File: src/rtl/univ_shift_reg.sv
// WIDTH-bit universal register: hold, parallel load, multi-step shift L/R.
// Define UNIV_SHIFT_REG_ROTATE_EN to make the shift modes rotate instead of filling from sin.
module univ_shift_reg #(
    parameter int WIDTH = 8,
    parameter int SHW   = 3
) (
    input  logic             clk,
    input  logic             r,
    input  logic [1:0]       pe,
    input  logic             start,
    input  logic [SHW-1:0]   amt,
    input  logic [WIDTH-1:0] d,
    input  logic             sin,
    output logic [WIDTH-1:0] q,
    output logic             sout,
    output logic             busy,
    output logic             done
);

    typedef enum logic {
        IDLE  = 1'b0,
        SHIFT = 1'b1
    } state_t;

    localparam logic [1:0] PE_HOLD  = 2'b00;
    localparam logic [1:0] PE_RIGHT = 2'b01;
    localparam logic [1:0] PE_LEFT  = 2'b10;
    localparam logic [1:0] PE_LOAD  = 2'b11;

    state_t           state_q, state_d;
    logic             left_q, left_d;
    logic [SHW-1:0]   count_q, count_d;
    logic [WIDTH-1:0] data_q, data_d;
    logic             sout_q, sout_d;
    logic             busy_q, busy_d;
    logic             done_q, done_d;

    logic             left;
    logic             out_bit;
    logic             fill;
    logic [WIDTH-1:0] shifted;

    // Direction comes from pe on the start edge, from the latched mode afterwards.
    always_comb begin
        left    = (state_q == SHIFT) ? left_q : pe[1];
        out_bit = left ? data_q[WIDTH-1] : data_q[0];
`ifdef UNIV_SHIFT_REG_ROTATE_EN
        fill    = out_bit;
`else
        fill    = sin;
`endif
        shifted = left ? {data_q[WIDTH-2:0], fill}
                       : {fill, data_q[WIDTH-1:1]};
    end

    always_comb begin
        state_d = state_q;
        left_d  = left_q;
        count_d = count_q;
        data_d  = data_q;
        sout_d  = sout_q;
        busy_d  = busy_q;
        done_d  = 1'b0;
        unique case (state_q)
            IDLE: begin
                if (start) begin
                    unique case (pe)
                        PE_HOLD: begin
                            done_d = 1'b1;
                        end
                        PE_LOAD: begin
                            data_d = d;
                            done_d = 1'b1;
                        end
                        PE_RIGHT, PE_LEFT: begin
                            if (amt == '0) begin
                                done_d = 1'b1;
                            end else begin
                                data_d  = shifted;
                                sout_d  = out_bit;
                                left_d  = pe[1];
                                count_d = amt - SHW'(1);
                                if (amt == SHW'(1)) begin
                                    done_d = 1'b1;
                                end else begin
                                    state_d = SHIFT;
                                    busy_d  = 1'b1;
                                end
                            end
                        end
                        default: ;
                    endcase
                end
            end
            SHIFT: begin
                data_d  = shifted;
                sout_d  = out_bit;
                count_d = count_q - SHW'(1);
                if (count_q == SHW'(1)) begin
                    state_d = IDLE;
                    busy_d  = 1'b0;
                    done_d  = 1'b1;
                end
            end
            default: begin
                state_d = IDLE;
                busy_d  = 1'b0;
            end
        endcase
    end

    always_ff @(negedge clk or negedge r) begin
        if (!r) begin
            state_q <= IDLE;
            left_q  <= 1'b0;
            count_q <= '0;
            data_q  <= '0;
            sout_q  <= 1'b0;
            busy_q  <= 1'b0;
            done_q  <= 1'b0;
        end else begin
            state_q <= state_d;
            left_q  <= left_d;
            count_q <= count_d;
            data_q  <= data_d;
            sout_q  <= sout_d;
            busy_q  <= busy_d;
            done_q  <= done_d;
        end
    end

    assign q    = data_q;
    assign sout = sout_q;
    assign busy = busy_q;
    assign done = done_q;

endmodule

File: config.mk
export PLATFORM = sky130hd
export DESIGN_NAME = univ_shift_reg
export DESIGN_NICKNAME = d
export VERILOG_FILES = /design/src/rtl/univ_shift_reg.sv
export SDC_FILE = /design/constraint.sdc
export NUM_CORES = 1
export LEC_CHECK = 0
export BUFFER_PORTS_ARGS = -buffer_cell sky130_fd_sc_hd__buf_2
export CORE_MARGIN = 1.5
export CORE_UTILIZATION = 44
export CTS_CLUSTER_DIAMETER = 60
export DETAILED_ROUTE_END_ITERATION = 8
export GPL_TIMING_DRIVEN = 0
export PLACE_DENSITY_LB_ADDON = 0.08
export RECOVER_POWER = 25
export SETUP_SLACK_MARGIN = 0.2
export SLEW_MARGIN = 20
export SYNTH_ARGS = -nofsm -noshare
export SYNTH_HDL_FRONTEND = slang
export SYNTH_SLANG_ARGS = --single-unit
File: constraint.sdc
create_clock -name clk -period 1.6 [get_ports clk]
set_input_delay 0.16 -clock clk [delete_from_list [all_inputs] [get_ports clk]]
set_output_delay 0.16 -clock clk [all_outputs]
set_load 0.1 [all_outputs]
-- Yosys cells after proc, flatten, opt, wreduce, memory -nomap -nowiden
Index checks and enable logic that the tools add are counted.
- add/subtract/negate cells: 2
- equal/unequal tests: 12
- mux-type cells: 33
- bitwise logic cells: 2
- reduce and logical (&&, ||, !) cells: 8
- operators with widths (cell ; number):
    $pmux W8 S2 ; 2
    $mux W8 ; 3
    $mux W1 ; 19
    $pmux W1 S2 ; 5
    $mux W3 ; 3
    $eq A3 B1 Y1 const B ; 2
    $ne A2 B2 Y1 const B ; 3
    $pmux W3 S2 ; 1
    $reduce_and A3 Y1 ; 2
    $sub A3 B1 Y3 const B ; 2
    $reduce_and A5 Y1 ; 1
    $eq A2 B2 Y1 const B ; 2
    $ne A2 B1 Y1 const B ; 2
    $reduce_and A4 Y1 ; 1
    $reduce_or A2 Y1 ; 2
    $logic_not A3 Y1 ; 1
    $ne A3 B1 Y1 const B ; 1
    $ne A3 B3 Y1 const B ; 1
    $eq A2 B1 Y1 const B ; 1
    $logic_not A2 Y1 ; 1
    $not A1 Y1 ; 2
- bits in registers: 16
- bits of input ports: 17
- output and inout bits: 11
- logic and storage cells: 64

-- Depth between registers and ports, before layout
Gate-level depths: netlist (run 1).
- word-level depth: 6
- depth in mapped cells: 7
- mapped depth without buffers: 6

==> flow_metrics.env, run 1 <==
export IMPL_final_util=0.702
export IMPL_hold_viol=0
export IMPL_slew_headroom=0.374
export IMPL_cts_tree="done"
export IMPL_holdPathStages=2
export IMPL_ys_seq_area_frac=0.340
export IMPL_clockRootBuffer="clkbuf_4"
export IMPL_cts_made_buffers=3
export IMPL_netlist_cell_type_count=30
export IMPL_initial_utilization=0.470
export IMPL_netlist_area_mm2=0.00118
export IMPL_drv_cap=0
export IMPL_grt_max_degree=17
export IMPL_area_growth_synth_to_final_pct=49.3
export IMPL_violations="negative setup slack"
export IMPL_worst_pin_slew_ns=0.939
export IMPL_num_vias=1078
export IMPL_die_h_um=54.7
export IMPL_chipWidth_um=54.7
export IMPL_port_buffers=27
export IMPL_synthesis_nets=140
export IMPL_regToRegStartpoint="state_q"
export IMPL_grt_antenna_before_repair=0
export IMPL_r2r_end="sout"
export IMPL_rows=18
export IMPL_synth_flop_cell="dfrtn_1"
export IMPL_synthArstFlopShare=1.00
export IMPL_min_to="count_q[0]"
export IMPL_grt_pass1_wl_mm=5.08
export IMPL_dr_first_iter_drc_count=29
export IMPL_layout_nets=187
export IMPL_crit_required_ns=0.93
export IMPL_clockBufferDepth=2
export IMPL_end_kind="flip-flop"
export IMPL_tns_ns=-7.45
export IMPL_grt_usage=0.239
export IMPL_cts_reportedPaths_clkPinSlew_ns=0.07
export IMPL_coreArea_mm2=0.00250
export IMPL_crit_type="in2reg"
export IMPL_dieArea_mm2=0.00299
export IMPL_yosys_warnings=0
export IMPL_reg2reg_slack_ns=0
export IMPL_hp_class="reg2reg"
export IMPL_dp_hpwl_mm=1.91
export IMPL_maxSlewViolCount=0
export IMPL_fin_hold_ws_ns=0.473
export IMPL_fin_skew_ns=0.000557
export IMPL_hold_buffers=0
export IMPL_place_congestion=0.798
export IMPL_n_antenna_cell=0
export IMPL_worstPathArrival_ns=1.31
export IMPL_totalWireLength_mm=3.17
export IMPL_wl_per_cell_um=16.4
export IMPL_drive_gt1_frac=0.436
export IMPL_min_from="count_q[0]"
export IMPL_drc_errors=0
export IMPL_status="finished with violations"
export IMPL_dr_pass1_iters=4
export IMPL_grt_pass1_vias=1067
export IMPL_htreeDepth=1
export IMPL_grt_overflow=0
export IMPL_crit_path_start_kind="input pin"
export IMPL_finalWorstSetupSlack_ns=-0.381
export IMPL_rsz0062_at_grt="true"
export IMPL_synth_edf_count=0
export IMPL_viasPerCell=5.59
export IMPL_cts_sinks=16
export IMPL_avgSynthCellArea_um2=10.1
export IMPL_ys_ff_latch=16
export IMPL_io_pins=28
export IMPL_ant_nets=0
export IMPL_worstRegToRegCells=4
export IMPL_setup_viol_count_final=27
export IMPL_fillCellCount=185
export IMPL_cp_max_fo=8
export IMPL_synthCells=117
export IMPL_clock_latency_ns=0.29
==> worst max path at each step <==
stage                     startpoint  endpoint  slack, ns  depth (start not counted)
after floorplan                pe[1]      q[3]      -0.49                          6
after global placement         pe[1]      q[3]      -0.77                          7
after detailed placement       pe[1]      q[4]      -0.77                          7
after CTS                      pe[1]      q[4]      -0.35                          6
after global routing           pe[1]      q[4]      -0.41                          7
final                          pe[1]      q[3]      -0.38                          6
==> layout by cell type, fill, tap and decap left out, types with 3 or more instances in the layout <==
| master | synthesis | final |
|---|---|---|
| ha_1 | 6 | 4 |
| a22oi_1 | 7 | 7 |
| nand2_1 | 13 | 13 |
| buf_4 | 1 | 13 |
| mux2i_1 | 16 | 16 |
| dfrtn_1 | 16 | 16 |
| buf_12 | 0 | 11 |
| o31ai_1 | 8 | 8 |
| buf_2 | 2 | 15 |
| o21ai_0 | 9 | 6 |
| clkbuf_4 | 0 | 3 |
| buf_6 | 4 | 7 |
| mux2_2 | 4 | 3 |
| inv_1 | 5 | 4 |
==> what timing repair did <==
action                                  in CTS  in global routing
resized for setup                           52                  3
endpoints found under the setup margin      27                 27
cloned                                       1                  0
pin swaps                                    7                  1
setup buffers                               12                  2
==> per-stage QoR <==
step                worst slack (ns)  cell area [um^2]  std cells
global route                  -0.406              1760        193
finish                        -0.381              1760        193
detailed placement            -0.766              1400        174
CTS                           -0.345              1730        191
global placement              -0.766              1400        174
floorplan                     -0.486              1230        117
==> final cells by class <==
class | count | area (um^2) | area share
buffer | 8 | 76.3 | 0.0435
clock buffer | 4 | 36.3 | 0.0207
inverter | 5 | 18.8 | 0.0107
multi-input combinational | 88 | 753 | 0.429
sequential | 16 | 400 | 0.228
tap | 30 | 37.5 | 0.0214
timing repair buffer | 42 | 433 | 0.247
==> critical path, cell delays in order <==
cell     delay, ns
buf_8         0.10
ha_4          0.24
or2_4         0.24
a31oi_4       0.31
buf_6         0.18
o21ai_1       0.08
==> metal layers <==
metal | GRT usage | vias up | share of wire
met1 | 0.316 | 529 | 0.45
met5 | 0 | - | 0
met4 | 0.0500 | 0 | 0.0032
li1 | - | 518 | -
met3 | 0.0246 | 2 | 0.039
met2 | 0.415 | 29 | 0.51
==> kinds of logic after synthesis <==
group,Yosys count,synth area share
flops,16,0.340
simple gates,26,0.105
buf+inv,13,0.0723
xor+xnor,2,0.0149
mux,21,0.187
fa+ha+maj,6,0.0638
compound gates,33,0.216
==> cells in the mapped netlist (all sizes together) (3+ instances only) <==
library cell   n  share of area
nor2           3         0.0096
mux2i         16           0.14
dfrtn         16           0.34
mux2           5          0.051
inv            5          0.016
nand2b         3          0.016
buf            7          0.053
o21ai          9          0.038
a21oi          3          0.013
o31ai          8          0.051
a22oi          7          0.045
ha             6          0.064
nand2         13          0.041
==> registers in the layout, summed over array words and instances (netlist names) <==
signal and flops:
left_q 1, q 8, state_q 1, busy 1
count_q 3, done 1, sout 1
Power of run 1 is not shown: default switching activity piles up to over one toggle a cycle in this logic, so the estimate is an artifact.
==> run 2: changes to the inputs <==
--- a/config.mk
+++ b/config.mk
@@ -11,7 +11,7 @@
 export CTS_CLUSTER_DIAMETER = 60
 export DETAILED_ROUTE_END_ITERATION = 8
 export GPL_TIMING_DRIVEN = 0
-export PLACE_DENSITY_LB_ADDON = 0.08
+export PLACE_DENSITY = 0.7
 export RECOVER_POWER = 25
 export SETUP_SLACK_MARGIN = 0.2
 export SLEW_MARGIN = 20
==> constraint.sdc (replaced) <==
create_clock -name clk -period 1.81 [get_ports clk]
set_input_delay 0.181 -clock clk [delete_from_list [all_inputs] [get_ports clk]]
set_output_delay 0.181 -clock clk [all_outputs]
set_load 0.02 [all_outputs]
==> flow_metrics.env, run 2 (synthesis results as in run 1) <==
export IMPL_n_antenna_cell=0
export IMPL_rsz0062_at_grt="true"
export IMPL_p_comb_frac=0.700
export IMPL_critical_path_buf_inv_count=3
export IMPL_cts_sinks=16
export IMPL_ant_nets=0
export IMPL_grt_antenna_before_repair=0
export IMPL_final_util=0.694
export IMPL_grt_max_degree=17
export IMPL_crit_path_start_kind="input pin"
export IMPL_hold_viol=0
export IMPL_coreArea_mm2=0.00250
export IMPL_place_congestion=0.785
export IMPL_min_to="sout"
export IMPL_area_growth_synth_to_final_pct=47.6
export IMPL_totalWireLength_mm=3.04
export IMPL_dp_worst_setup_slack_ns=-0.687
export IMPL_io_pins=28
export IMPL_violations="negative setup slack"
export IMPL_ir_drop_mv=1.26
export IMPL_critPathSlowestCell="a221o_1"
export IMPL_reg2reg_slack_ns=0.22
export IMPL_rows=18
export IMPL_p_sw_uw=1300
export IMPL_worstRegToRegCells=4
export IMPL_cts_made_buffers=3
export IMPL_hp_class="reg2reg"
export IMPL_drv_cap=0
export IMPL_fillCellCount=196
export IMPL_layout_nets=192
export IMPL_placed_cell_area_mm2=0.00140
export IMPL_grt_pass1_wl_mm=5.06
export IMPL_cts_reportedPaths_clkPinSlew_ns=0.07
export IMPL_layout_commonest_cell="buf_6"
export IMPL_status="finished with violations"
export IMPL_dp_hpwl_mm=1.95
export IMPL_worst_pin_slew_ns=0.926
export IMPL_crit_required_ns=1.05
export IMPL_viasPerCell=5.56
export IMPL_wl_per_cell_um=15.4
export IMPL_cp_cell_sequence="buf_6 -> ha_4 -> buf_8 -> buf_4 -> a31oi_4 -> nor3_2 -> a221o_1"
export IMPL_power_share_clock=0.078
export IMPL_num_vias=1100
export IMPL_setup_viol_count_final=26
export IMPL_path_delay_family="compound AO/OA/AOI/OAI gates"
export IMPL_p_seq_frac=0.222
export IMPL_port_buffers=27
export IMPL_regToRegStartpoint="state_q"
export IMPL_switching_share=0.417
export IMPL_initial_utilization=0.470
export IMPL_worstPathArrival_ns=1.34
export IMPL_clockBufferDepth=2
export IMPL_largest_reg_flops=8
export IMPL_p_int_uw=1820
export IMPL_grt_overflow=0
export IMPL_grt_pass1_vias=1069
export IMPL_power_leakage_uw=0.000816
export IMPL_cts_tree="done"
export IMPL_maxSlewViolCount=0
export IMPL_dr_pass1_iters=4
export IMPL_holdPathStages=1
export IMPL_stdcell_count=198
export IMPL_drive_gt1_frac=0.482
export IMPL_drc_errors=0
export IMPL_clock_latency_ns=0.29
export IMPL_p_per_area_mw_per_mm2=1800
export IMPL_grt_usage=0.242
export IMPL_htreeDepth=1
export IMPL_mostFrequentLayoutCells="20 x buf_6, 16 x buf_4, 16 x mux2i_1, 16 x dfrtn_1, 15 x buf_2"
export IMPL_fin_skew_ns=0.000328
export IMPL_hold_buffers=0
export IMPL_chipWidth_um=54.7
export IMPL_fin_area_mm2=0.00174
export IMPL_die_h_um=54.7
export IMPL_r2r_end="sout"
export IMPL_critPathMaxStageDelay_ns=0.26
export IMPL_slew_headroom=0.383
export IMPL_crit_type="in2reg"
export IMPL_dp_cells=174
export IMPL_clockRootBuffer="clkbuf_4"
export IMPL_dieArea_mm2=0.00299
export IMPL_dr_first_iter_drc_count=12
export IMPL_min_from="sout"
export IMPL_fin_hold_ws_ns=0.489
export IMPL_finalWorstSetupSlack_ns=-0.296
export IMPL_end_kind="flip-flop"
export IMPL_cp_max_fo=5
==> run 2: worst reg2reg max path: cells and delay by family (launching register included) <==
family	cells	cell delay, ns
buffers and inverters	1	0.17
DFF	1	0.44
muxes	3	0.83
==> run 2: layer usage <==
layer	up-vias	track usage	wire, um
met1	536	0.297	1280
met5	-	0	0
li1	532	-	-
met4	0	0.0750	25
met2	28	0.427	1590
met3	4	0.0383	145
==> run 2: metrics by stage <==
step                      TNS, ns  total power, uW
after global routing        -5.86             3370
after floorplan             -4.36             1880
after detailed placement    -8.46             2270
after CTS                   -3.87             3000
final                       -4.75             3120
after global placement      -8.15             2210
==> run 2: power by group through the flow <==
stage | Combinational (uW) | Clock (uW) | Sequential (uW)
floorplan | 1000 | 0 | 872
global placement | 1460 | 0 | 746
detailed placement | 1510 | 0 | 757
CTS | 2050 | 250 | 691
global route | 2390 | 264 | 708
finish | 2180 | 244 | 691
==> run 2: worst max-delay path by stage <==
stage | end | depth (start not counted) | startpoint
after global placement | q[3] | 7 | pe[1]
final | count_q[2] | 7 | pe[0]
after floorplan | q[3] | 6 | pe[1]
after CTS | q[6] | 8 | pe[1]
after global routing | q[4] | 7 | pe[1]
after detailed placement | q[3] | 7 | pe[1]
==> run 2: what timing repair did <==
item                                   4_1_cts  5_1_grt
setup buffers                               13        5
gates resized for setup                     37        8
gates cloned                                 2        0
endpoints found under the hold margin        0        0
setup endpoints to repair                   27       27
pin swaps                                    7        6
==> run 2: layout make-up <==
cell class                 count  area [um^2]  share of cell area
multi-input combinational     88          782               0.451
clock buffer                   4         36.3              0.0209
inverter                       5         21.3              0.0123
buffer                         8         76.3              0.0440
timing repair buffer          47          382               0.220
tap                           30         37.5              0.0216
sequential                    16          400               0.231
No activity file was read; power rests on OpenSTA's default activity.
